===== src/rtl/mc_inj_enc_pkg.sv =====
// mc_inj_enc_pkg -- shared definitions for the mesh injection encoder.
//
// Global macros (guarded so a second definition site stays harmless):
//   `UADDR / `MADDR : MSB index of the binary / one-hot destination fields
//   `NODEW_P1       : width of a binary node ID
//   `UNICAST / `MULTFWD / `MULTABS : router-side routing codes
//   `DATAW_DEF      : default payload width
//
// Package contents: node count, flit type codes, FSM state type and the
// node-ID to bitmap helper used by the collector.
`ifndef MC_INJ_ENC_DEFINES
`define MC_INJ_ENC_DEFINES
`define UADDR     4
`define MADDR     19
`define NODEW_P1  5
`define UNICAST   2'b00
`define MULTFWD   2'b01
`define MULTABS   2'b10
`define DATAW_DEF 32
`endif

package mc_inj_enc_pkg;

  localparam int NODES = 20;

  localparam logic [1:0] FT_HEAD = 2'b01;
  localparam logic [1:0] FT_BODY = 2'b10;
  localparam logic [1:0] FT_TAIL = 2'b11;

  typedef enum logic [2:0] {
    S_COLLECT,
    S_ENC,
    S_HEAD,
    S_BODY,
    S_DROP
  } state_e;

  // IDs beyond the mesh shift the single bit out of range and yield 0,
  // so out-of-range destinations simply never reach the bitmap.
  function automatic logic [NODES-1:0] id_to_bit(input logic [`UADDR:0] id);
    logic [NODES-1:0] one;
    one = {{(NODES-1){1'b0}}, 1'b1};
    return one << id;
  endfunction

endpackage


===== src/rtl/mc_inj_enc_bmap_enc.sv =====
// mc_inj_enc_bmap_enc -- combinational destination bitmap classifier.
//
// Ports:
//   bmap    in  20  destination bitmap
//   is_zero out 1   no bit set
//   is_one  out 1   exactly one bit set
//   idx     out 5   binary index of the lowest set bit (0 when bmap is 0)
module mc_inj_enc_bmap_enc
  import mc_inj_enc_pkg::*;
(
  input  logic [NODES-1:0] bmap,
  output logic             is_zero,
  output logic             is_one,
  output logic [`UADDR:0]  idx
);

  always_comb begin
    is_zero = (bmap == '0);
    // Clearing the lowest set bit leaves nothing only for a power of two.
    is_one  = !is_zero && ((bmap & (bmap - {{(NODES-1){1'b0}}, 1'b1})) == '0);
    idx     = '0;
    for (int i = NODES - 1; i >= 0; i--) begin
      if (bmap[i]) idx = (`UADDR+1)'(i);
    end
  end

endmodule


===== src/rtl/mc_inj_enc.sv =====
// mc_inj_enc -- source-side injection encoder for the 5x4 mesh.
//
// Collects destination IDs into a bitmap, encodes a unicast (binary addr0)
// or multicast (one-hot addr1) head flit, then forwards BODY_FLITS payload
// words as body/tail flits. A packet with no valid destination is dropped:
// err_drop pulses and its payload words are consumed silently.
//
// Ports:
//   clk, rst                      clock, synchronous active-high reset
//   dst_valid/dst_id/dst_last     destination stream, dst_ready accepts
//   pld_valid/pld_data            payload stream, pld_ready consumes
//   out_valid/out_ready           flit link toward the local router
//   out_ftype/out_um_type         flit type (01/10/11), unicast/multicast
//   out_addr0/out_addr1           head address fields (0 outside head)
//   out_data                      payload (0 outside body/tail)
//   err_drop                      one-cycle pulse on packet abort
//
// Build option: define MC_SELF_FILTER_EN to remove this node's own bit
// from the destination bitmap as IDs are collected.
module mc_inj_enc
  import mc_inj_enc_pkg::*;
#(
  parameter int MY_XPOS    = 0,
  parameter int MY_YPOS    = 0,
  parameter int BODY_FLITS = 4,
  parameter int DATAW      = `DATAW_DEF
) (
  input  logic               clk,
  input  logic               rst,
  input  logic               dst_valid,
  input  logic [`UADDR:0]    dst_id,
  input  logic               dst_last,
  output logic               dst_ready,
  input  logic               pld_valid,
  input  logic [DATAW-1:0]   pld_data,
  output logic               pld_ready,
  output logic               out_valid,
  input  logic               out_ready,
  output logic [1:0]         out_ftype,
  output logic               out_um_type,
  output logic [`UADDR:0]    out_addr0,
  output logic [`MADDR:0]    out_addr1,
  output logic [DATAW-1:0]   out_data,
  output logic               err_drop
);

  localparam int         MY_POS   = MY_XPOS * 4 + MY_YPOS;
  localparam logic [3:0] LAST_CNT = 4'(BODY_FLITS - 1);

`ifdef MC_SELF_FILTER_EN
  localparam bit SELF_FILTER = 1'b1;
`else
  localparam bit SELF_FILTER = 1'b0;
`endif

  localparam logic [NODES-1:0] SELF_MASK =
    SELF_FILTER ? ~id_to_bit((`UADDR+1)'(MY_POS)) : {NODES{1'b1}};

  state_e           state, state_nx;
  logic [NODES-1:0] bmap;
  logic [3:0]       cnt;
  logic             err_q;

  logic             um_q;
  logic [`UADDR:0]  addr0_q;
  logic [`MADDR:0]  addr1_q;

  logic             enc_zero;
  logic             enc_one;
  logic [`UADDR:0]  enc_idx;

  logic             flit_hs;
  logic             last_flit;

  mc_inj_enc_bmap_enc u_bmap_enc (
    .bmap    (bmap),
    .is_zero (enc_zero),
    .is_one  (enc_one),
    .idx     (enc_idx)
  );

  assign last_flit = (cnt == LAST_CNT);
  // A payload word is retired on the body link handshake or on any offered
  // word while dropping.
  assign flit_hs   = pld_valid && pld_ready;
  assign err_drop  = err_q;

  always_comb begin
    state_nx    = state;
    dst_ready   = 1'b0;
    pld_ready   = 1'b0;
    out_valid   = 1'b0;
    out_ftype   = 2'b00;
    out_um_type = 1'b0;
    out_addr0   = '0;
    out_addr1   = '0;
    out_data    = '0;
    case (state)
      S_COLLECT: begin
        dst_ready = 1'b1;
        if (dst_valid && dst_last) state_nx = S_ENC;
      end
      S_ENC: begin
        state_nx = enc_zero ? S_DROP : S_HEAD;
      end
      S_HEAD: begin
        out_valid   = 1'b1;
        out_ftype   = FT_HEAD;
        out_um_type = um_q;
        out_addr0   = addr0_q;
        out_addr1   = addr1_q;
        if (out_ready) state_nx = S_BODY;
      end
      S_BODY: begin
        out_valid = pld_valid;
        pld_ready = out_ready;
        out_data  = pld_data;
        out_ftype = last_flit ? FT_TAIL : FT_BODY;
        if (flit_hs && last_flit) state_nx = S_COLLECT;
      end
      S_DROP: begin
        pld_ready = 1'b1;
        if (flit_hs && last_flit) state_nx = S_COLLECT;
      end
      default: state_nx = S_COLLECT;
    endcase
  end

  // Control: state, bitmap, flit counter, drop pulse
  always_ff @(posedge clk) begin
    if (rst) begin
      state <= S_COLLECT;
      bmap  <= '0;
      cnt   <= '0;
      err_q <= 1'b0;
    end else begin
      state <= state_nx;
      err_q <= (state == S_ENC) && enc_zero;
      case (state)
        S_COLLECT: begin
          cnt <= '0;
          if (dst_valid) bmap <= bmap | (id_to_bit(dst_id) & SELF_MASK);
        end
        S_HEAD: cnt <= '0;
        S_BODY, S_DROP: begin
          if (flit_hs) begin
            if (last_flit) begin
              cnt  <= '0;
              bmap <= '0;
            end else begin
              cnt <= cnt + 4'd1;
            end
          end
        end
        default: ;
      endcase
    end
  end

  // Head fields, captured in ENC and held through HEAD
  always_ff @(posedge clk) begin
    if (state == S_ENC) begin
      um_q    <= !enc_one;
      addr0_q <= enc_one ? enc_idx : '0;
      addr1_q <= enc_one ? '0 : bmap;
    end
  end

endmodule


===== config.mk =====
export PLATFORM = sky130hd
export DESIGN_NAME = mc_inj_enc
export DESIGN_NICKNAME = d
export VERILOG_FILES = /design/src/rtl/mc_inj_enc_pkg.sv /design/src/rtl/mc_inj_enc_bmap_enc.sv /design/src/rtl/mc_inj_enc.sv
export SDC_FILE = /design/constraint.sdc
export NUM_CORES = 1
export LEC_CHECK = 0
export CELL_PAD_IN_SITES_DETAIL_PLACEMENT = 1
export CELL_PAD_IN_SITES_GLOBAL_PLACEMENT = 1
export CORE_MARGIN = 1
export CORE_UTILIZATION = 33
export DETAILED_ROUTE_END_ITERATION = 12
export PLACE_DENSITY = 0.81
export SLEW_MARGIN = 20
export SYNTH_ARGS = -nofsm -noshare
export SYNTH_HDL_FRONTEND = slang
export SYNTH_SLANG_ARGS = --single-unit

===== constraint.sdc =====
create_clock -name clk -period 3.84 [get_ports clk]
set_input_delay 0.768 -clock clk [delete_from_list [all_inputs] [get_ports clk]]
set_output_delay 0.768 -clock clk [all_outputs]
set_load 0.02 [all_outputs]

* Yosys cells after proc, flatten, opt, wreduce, memory -nomap -nowiden
Index checks and enable logic that the tools add are counted.
** Operators by class
- Eq/ne operators :: 11
- Mux-type cells :: 40
- Reduce and logical (&&, ||, !) cells :: 22
- Bitwise gates (word level) :: 3
- Add/subtract/negate cells :: 2
- Shift-type cells :: 1
** Operators with widths (number)
- 20-bit 2-to-1 mux :: 4
- 20-bit logical NOT :: 2
- 4-bit 2-to-1 mux :: 10
- 20-bit case mux with 2 select lines :: 1
- 32-bit 2-to-1 mux :: 1
- 5-bit 2-to-1 mux :: 5
- 3-bit 2-to-1 mux :: 8
- 20-bit bitwise AND :: 1
- 20-bit bitwise OR :: 1
- 1-bit by 5-bit left shift with 20-bit output (first input constant) :: 1
- 20-bit by 1-bit subtractor with 20-bit output (second input constant) :: 1
- 17-bit OR reduction :: 1
- 3-bit case mux with 4 select lines :: 1
- 9-bit OR reduction :: 1
- 4-bit case mux with 2 select lines :: 1
- 3-bit by 2-bit == test with 1-bit output (second input constant) :: 2
- 2-bit by 1-bit inequality test with 1-bit output (second input constant) :: 3
- 2-bit inequality test (second input constant) :: 3
- 2-bit OR reduction :: 3
- 1-bit logical AND :: 5
- 5-bit OR reduction :: 1
- 4-bit by 1-bit adder with 4-bit output (second input constant) :: 1
- 4-bit by 2-bit == test with 1-bit output (second input constant) :: 1
- 1-bit 2-to-1 mux :: 4
- other kinds (13) :: 17
** Storage, ports and cells
- Flip-flop bits (word level) :: 54
- Input bits :: 43
- Output and inout port bits :: 64
- Logic and storage cells :: 90

* Logic depth before layout (Yosys ltp)
- Depth after elaboration :: 19
- Mapped depth :: 8

* Hierarchy
A second synthesis with hierarchy kept.
** Unflattened totals
- Cells, all modules :: 326
- Area, all modules :: 2956.6 um2
** By module, submodules not included
- mc_inj_enc :: area an instance 2552.4 um2, sequential area each 1341.3 um2, instances 1, cells each 260
- mc_inj_enc_bmap_enc :: area an instance 404.1 um2, sequential area each 0.0 um2, instances 1, cells each 66

* Least setup slack after synthesis
No wires, ideal clock.
- Path type :: register to register
- Start point :: register state[0]
- End point :: register addr0_q[0] (enable)
- Setup slack :: 0.793 ns
- Stages on the path, launching flop included :: 3
- Arrival :: 2.598 ns
- Data required time :: 3.390 ns
- Cells stage by stage :: dfxtp_1 > clkbuf_1 > nor3b_1
** Between the ends
- Cells in the longest elaborated chain, start to end :: 1
** RTL lines
- start, declared :: line mc_inj_enc.sv:59 : state_e state, state_nx;
- start signal, assigned :: line mc_inj_enc.sv:137 : state <= state_nx;
- 3-bit by 1-bit == test with 1-bit output :: line mc_inj_enc.sv:162 : if (state == S_ENC) begin
- end signal, assigned :: line mc_inj_enc.sv:164 : addr0_q <= enc_one ? enc_idx : '0;
- end, declared :: line mc_inj_enc.sv:65 : logic [`UADDR:0] addr0_q;
No other way between the ends.
A chain may end at the register's enable or synchronous reset.

* Worst setup path after layout
- Start point :: register state[0]
- End point :: output port out_data[25]
** Between the ends
- Cells in the longest elaborated chain, start to end :: 2
** RTL lines
- 3-bit by 2-bit == test with 1-bit output :: line mc_inj_enc.sv:98 : case (state)
- 32-bit 2-to-1 mux :: line mc_inj_enc.sv:98
- end, declared :: line mc_inj_enc.sv:43 : output logic [DATAW-1:0] out_data,
No other way between the ends.

==> impl_metrics.csv <==
group,metric,value,unit
clock_network,cts.clk_slew.worst_paths,0.09,ns
die,coreArea,8680,µm²
die,dieWidth,96.5,µm
sta,hold_viol_final,0,
layout,stdcell_area,4180,µm²
clock_network,cts_root_buf,"clkbuf_8",
clock_network,worst_skew_pair.late_latency,0.31,ns
setup_path,required,3.07,ns
grt,grt_use_total,19.3,%
yosys,syn_avg_cell_area,9.03,µm²
die,ioPinCount,107,
setup_path,end_kind,"primary output",
min_path,hp-class,"reg2reg",
clock_network,post-cts-setup-buffer-count,0,
layout,drive_above_1_share,5.67,%
placement,place.gp.congestion,0.827,
yosys,ys_seq_area_share,45.5,%
route,first_pass_iters,4,
yosys,synth_edf_count,26,
grt,grt_max_degree,37,
placement,portBuffers,106,
layout,fillers,1023,
setup_path,rr_startpoint,"bmap[5]$_SDFFE_PP0P_",
route,vias_per_cell,5.24,
placement,place_area,4100,µm²
setup_path,worstPathArrival,2.53,ns
yosys,synth_ff_type,"dfxtp_1",
min_path,min_path_cells,2,
route,drtIter0Drc,134,
clock_network,ctsHoldBuffers,0,
grt,overflow,0,
yosys,ys_types,52,
yosys,syn_inst,326,
die,rows,34,
grt,antenna_found_initial,0,
setup_path,max_stage_delay,0.81,ns
grt,grt_pass1_wl,13.6,mm
power,p_seq_share,42.6,%
power,p_leak,1.61,nW
layout,syn_to_final_growth,42.0,%
clock_network,numCtsBuffers,5,
layout,diodes,0,
die,die_area,9310,µm²
layout,fin_nets,466,
setup_path,path_class,"reg2out",
run_status,status,"finished clean",
sta,slew_viol_final,0,
min_path,min_to,"cnt[3]$_SDFFE_PP0P_",
sta,rsz0062_at_grt,"false",
grt,first_global_vias,2573,
power,power.switching,701,µW
power,p_sw_share,37.2,%
setup_path,reg2reg_to,"addr1_q[8]$_SDFFCE_PN0P_",
min_path,min-delay-start,"cnt[3]$_SDFFE_PP0P_",
route,via_count,2785,
clock_network,tritoncts,"built",
setup_path,worstPathCellList,"and3b_1 > and2_1 > clkdlybuf4s50_1",
sta,worstMarginPinSlew,0.902,ns
die,die_h,96.5,µm
route,drcViolationCount,0,
sta,max_slew_margin,39.9,%
placement,detailed_place_hpwl,6.77,mm
setup_path,cp_num_buf_inv,1,
yosys,synth_fp_nets,370,
clock_network,htree_levels,2,
setup_path,cpLargestDelayFamily,"simple AND/OR/NAND/NOR gates",
power,irDropWorstVdd,0.155,mV
setup_path,r2r_cells,5,
sta,skew,0.00638,ns
sta,fin_setup_tns,0,ns
setup_path,worstSetupStartpointType,"flop",
yosys,syn_area,2950,µm²
power,power.internal,1.18,mW
yosys,yosysWarnings,0,
route,drt-total-wl,8.66,mm
clock_network,clk_path_buf_depth,2,
power,pwr-share-clk,16.1,%
clock_network,cts.sinks,54,
yosys,ys_seq_elements,54,
route,drtAntennaViolNets,0,
clock_network,cts_resized,0,
power,combPwrFrac,41.3,%
flow_run,max-cap-violations,0,
power,p_per_area,451,nW/µm²
yosys,async_flop_share,0,%
sta,min_period,3.30,ns
setup_path,critPathSlowestCell,"and3b_1",
sta,fmax,303,MHz
route,wl_per_cell,16.3,µm
setup_path,critPathMaxFanout,36,
sta,setup_violations,0,
die,initial_utilization,33.9,%
setup_path,reg2reg_slack,0.85,ns
sta,fin_crit_sh,86.0,%
-- cells in the mapped netlist (2+ instances only) --
| cell | count | share of area (%) |
|---|---|---|
| nand2_1 | 9 | 1.1 |
| o22ai_1 | 2 | 0.42 |
| a211oi_1 | 3 | 0.76 |
| nand3_1 | 2 | 0.34 |
| o31ai_1 | 4 | 1.0 |
| nor3_1 | 3 | 0.51 |
| and3_1 | 27 | 5.7 |
| buf_2 | 3 | 0.51 |
| and3b_1 | 2 | 0.59 |
| nor4_1 | 6 | 1.3 |
| edfxtp_1 | 26 | 27 |
| nand4_1 | 4 | 0.85 |
| o31a_1 | 2 | 0.59 |
| or4_1 | 3 | 0.76 |
| a41oi_1 | 6 | 1.8 |
| or3b_2 | 2 | 0.59 |
| a221oi_1 | 2 | 0.59 |
| and2_1 | 50 | 11 |
| inv_1 | 6 | 0.76 |
| o21ai_0 | 6 | 1.0 |
| nor2b_1 | 5 | 1.1 |
| buf_1 | 2 | 0.25 |
| a31oi_1 | 11 | 2.3 |
| mux2i_1 | 2 | 0.68 |
| buf_4 | 2 | 0.51 |
| a21o_1 | 2 | 0.51 |
| nor2_1 | 40 | 5.1 |
| or2_2 | 2 | 0.42 |
| dfxtp_1 | 28 | 19 |
| or3_1 | 2 | 0.42 |
| a21oi_1 | 21 | 3.6 |
| o21bai_1 | 2 | 0.51 |
| nor3b_1 | 4 | 1.0 |
| clkbuf_1 | 17 | 2.2 |
-- power groups by stage --
stage          registers [mW]  clock network [mW]  logic [mW]
3_3_place_gp            0.810                   0       0.760
6_report                0.803               0.304       0.778
2_1_floorplan           0.785                   0       0.500
4_1_cts                 0.803               0.310       0.785
3_5_place_dp            0.817                   0       0.781
5_1_grt                 0.817               0.328       0.850
-- layout by cell type (no fill, tap or decap), types with 2 or more instances in the layout --
cell and instances:
o21bai_1 2, nor4_1 6, a21oi_1 21, a21o_1 2
dfxtp_1 28, a211oi_1 3, nand2_1 9, a41oi_1 6
nor2b_1 5, and2_1 50, clkbuf_1 2, or4_1 3
o22ai_1 2, edfxtp_1 26, nand4_1 4, o31ai_1 3
nor3_1 3, and3b_1 2, or3b_2 2, nor2_1 40
nor3b_1 3, mux2i_1 2, and3_1 27, or3_1 2
a221oi_1 2, clkbuf_8 5, or2_2 2, o31a_1 2
a31oi_1 11, nand3_1 2, buf_4 7, inv_1 6
o21ai_0 6, clkdlybuf4s50_1 106
-- layer usage --
layer  track usage, %  vias up  wire, µm
met5                0        -         0
li1                 -     1369         -
met4             5.76        0       157
met1             26.5     1336      4020
met3             2.66       16       277
met2             31.5       64      4210
-- state kept, by name, summed over array words and instances (netlist names) --
name,cells
addr0_q,5
addr1_q,20
bmap,20
cnt,4
err_drop,1
state,3
um_q,1
-- cell type report --
cell class                      count  area [µm²]  share of cell area, %
Clock buffer                        7        76.3                   1.82
Clock inverter                      1        3.75                 0.0897
Inverter                            6        22.5                  0.538
Multi-Input combinational cell    242        1490                   35.6
Sequential cell                    54        1340                   32.1
Tap cell                          108         135                   3.23
Timing Repair Buffer              113        1110                   26.6
-- metrics by stage --
step	worst slack (ns)	power (mW)	hold slack, ns	util (%)	cells
floorplan	0.793	1.29	0.459	-	326
global placement	0.930	1.57	0.480	47.3	523
detailed placement	0.875	1.60	0.499	47.3	523
CTS	0.529	1.90	0.510	48.2	531
global route	0.324	1.99	0.553	48.2	531
finish	0.537	1.88	0.505	48.2	531
-- tightest hold or removal path, delay by kind of cell (launching register included) --
kind            cells  cell delay (ns)
compound gates      2             0.14
flops               1             0.33
-- how the worst max path moves through the flow --
stage	from	to	depth (start not counted)
4_1_cts	state[0]$_SDFFE_PP0P_	pld_ready	3
3_3_place_gp	bmap[0]$_SDFFE_PP0P_	addr1_q[5]$_SDFFCE_PN0P_	6
6_report	state[0]$_SDFFE_PP0P_	out_data[25]	3
2_1_floorplan	state[0]$_SDFFE_PP0P_	addr0_q[0]$_SDFFCE_PP0P_	2
5_1_grt	state[0]$_SDFFE_PP0P_	pld_ready	3
3_5_place_dp	state[0]$_SDFFE_PP0P_	pld_ready	3
-- logic make-up after synthesis --
kind of cell	count (synthesis)	synth area share [%]
buffers and inverters	30	4.21
multiplexers	2	0.680
flip-flops	54	45.5
AO/OA/AOI/OAI	70	15.9
adder cells (fa/ha/maj)	3	1.15
AND/OR/NAND/NOR	167	32.5
(Power assumes the default switching activity.)
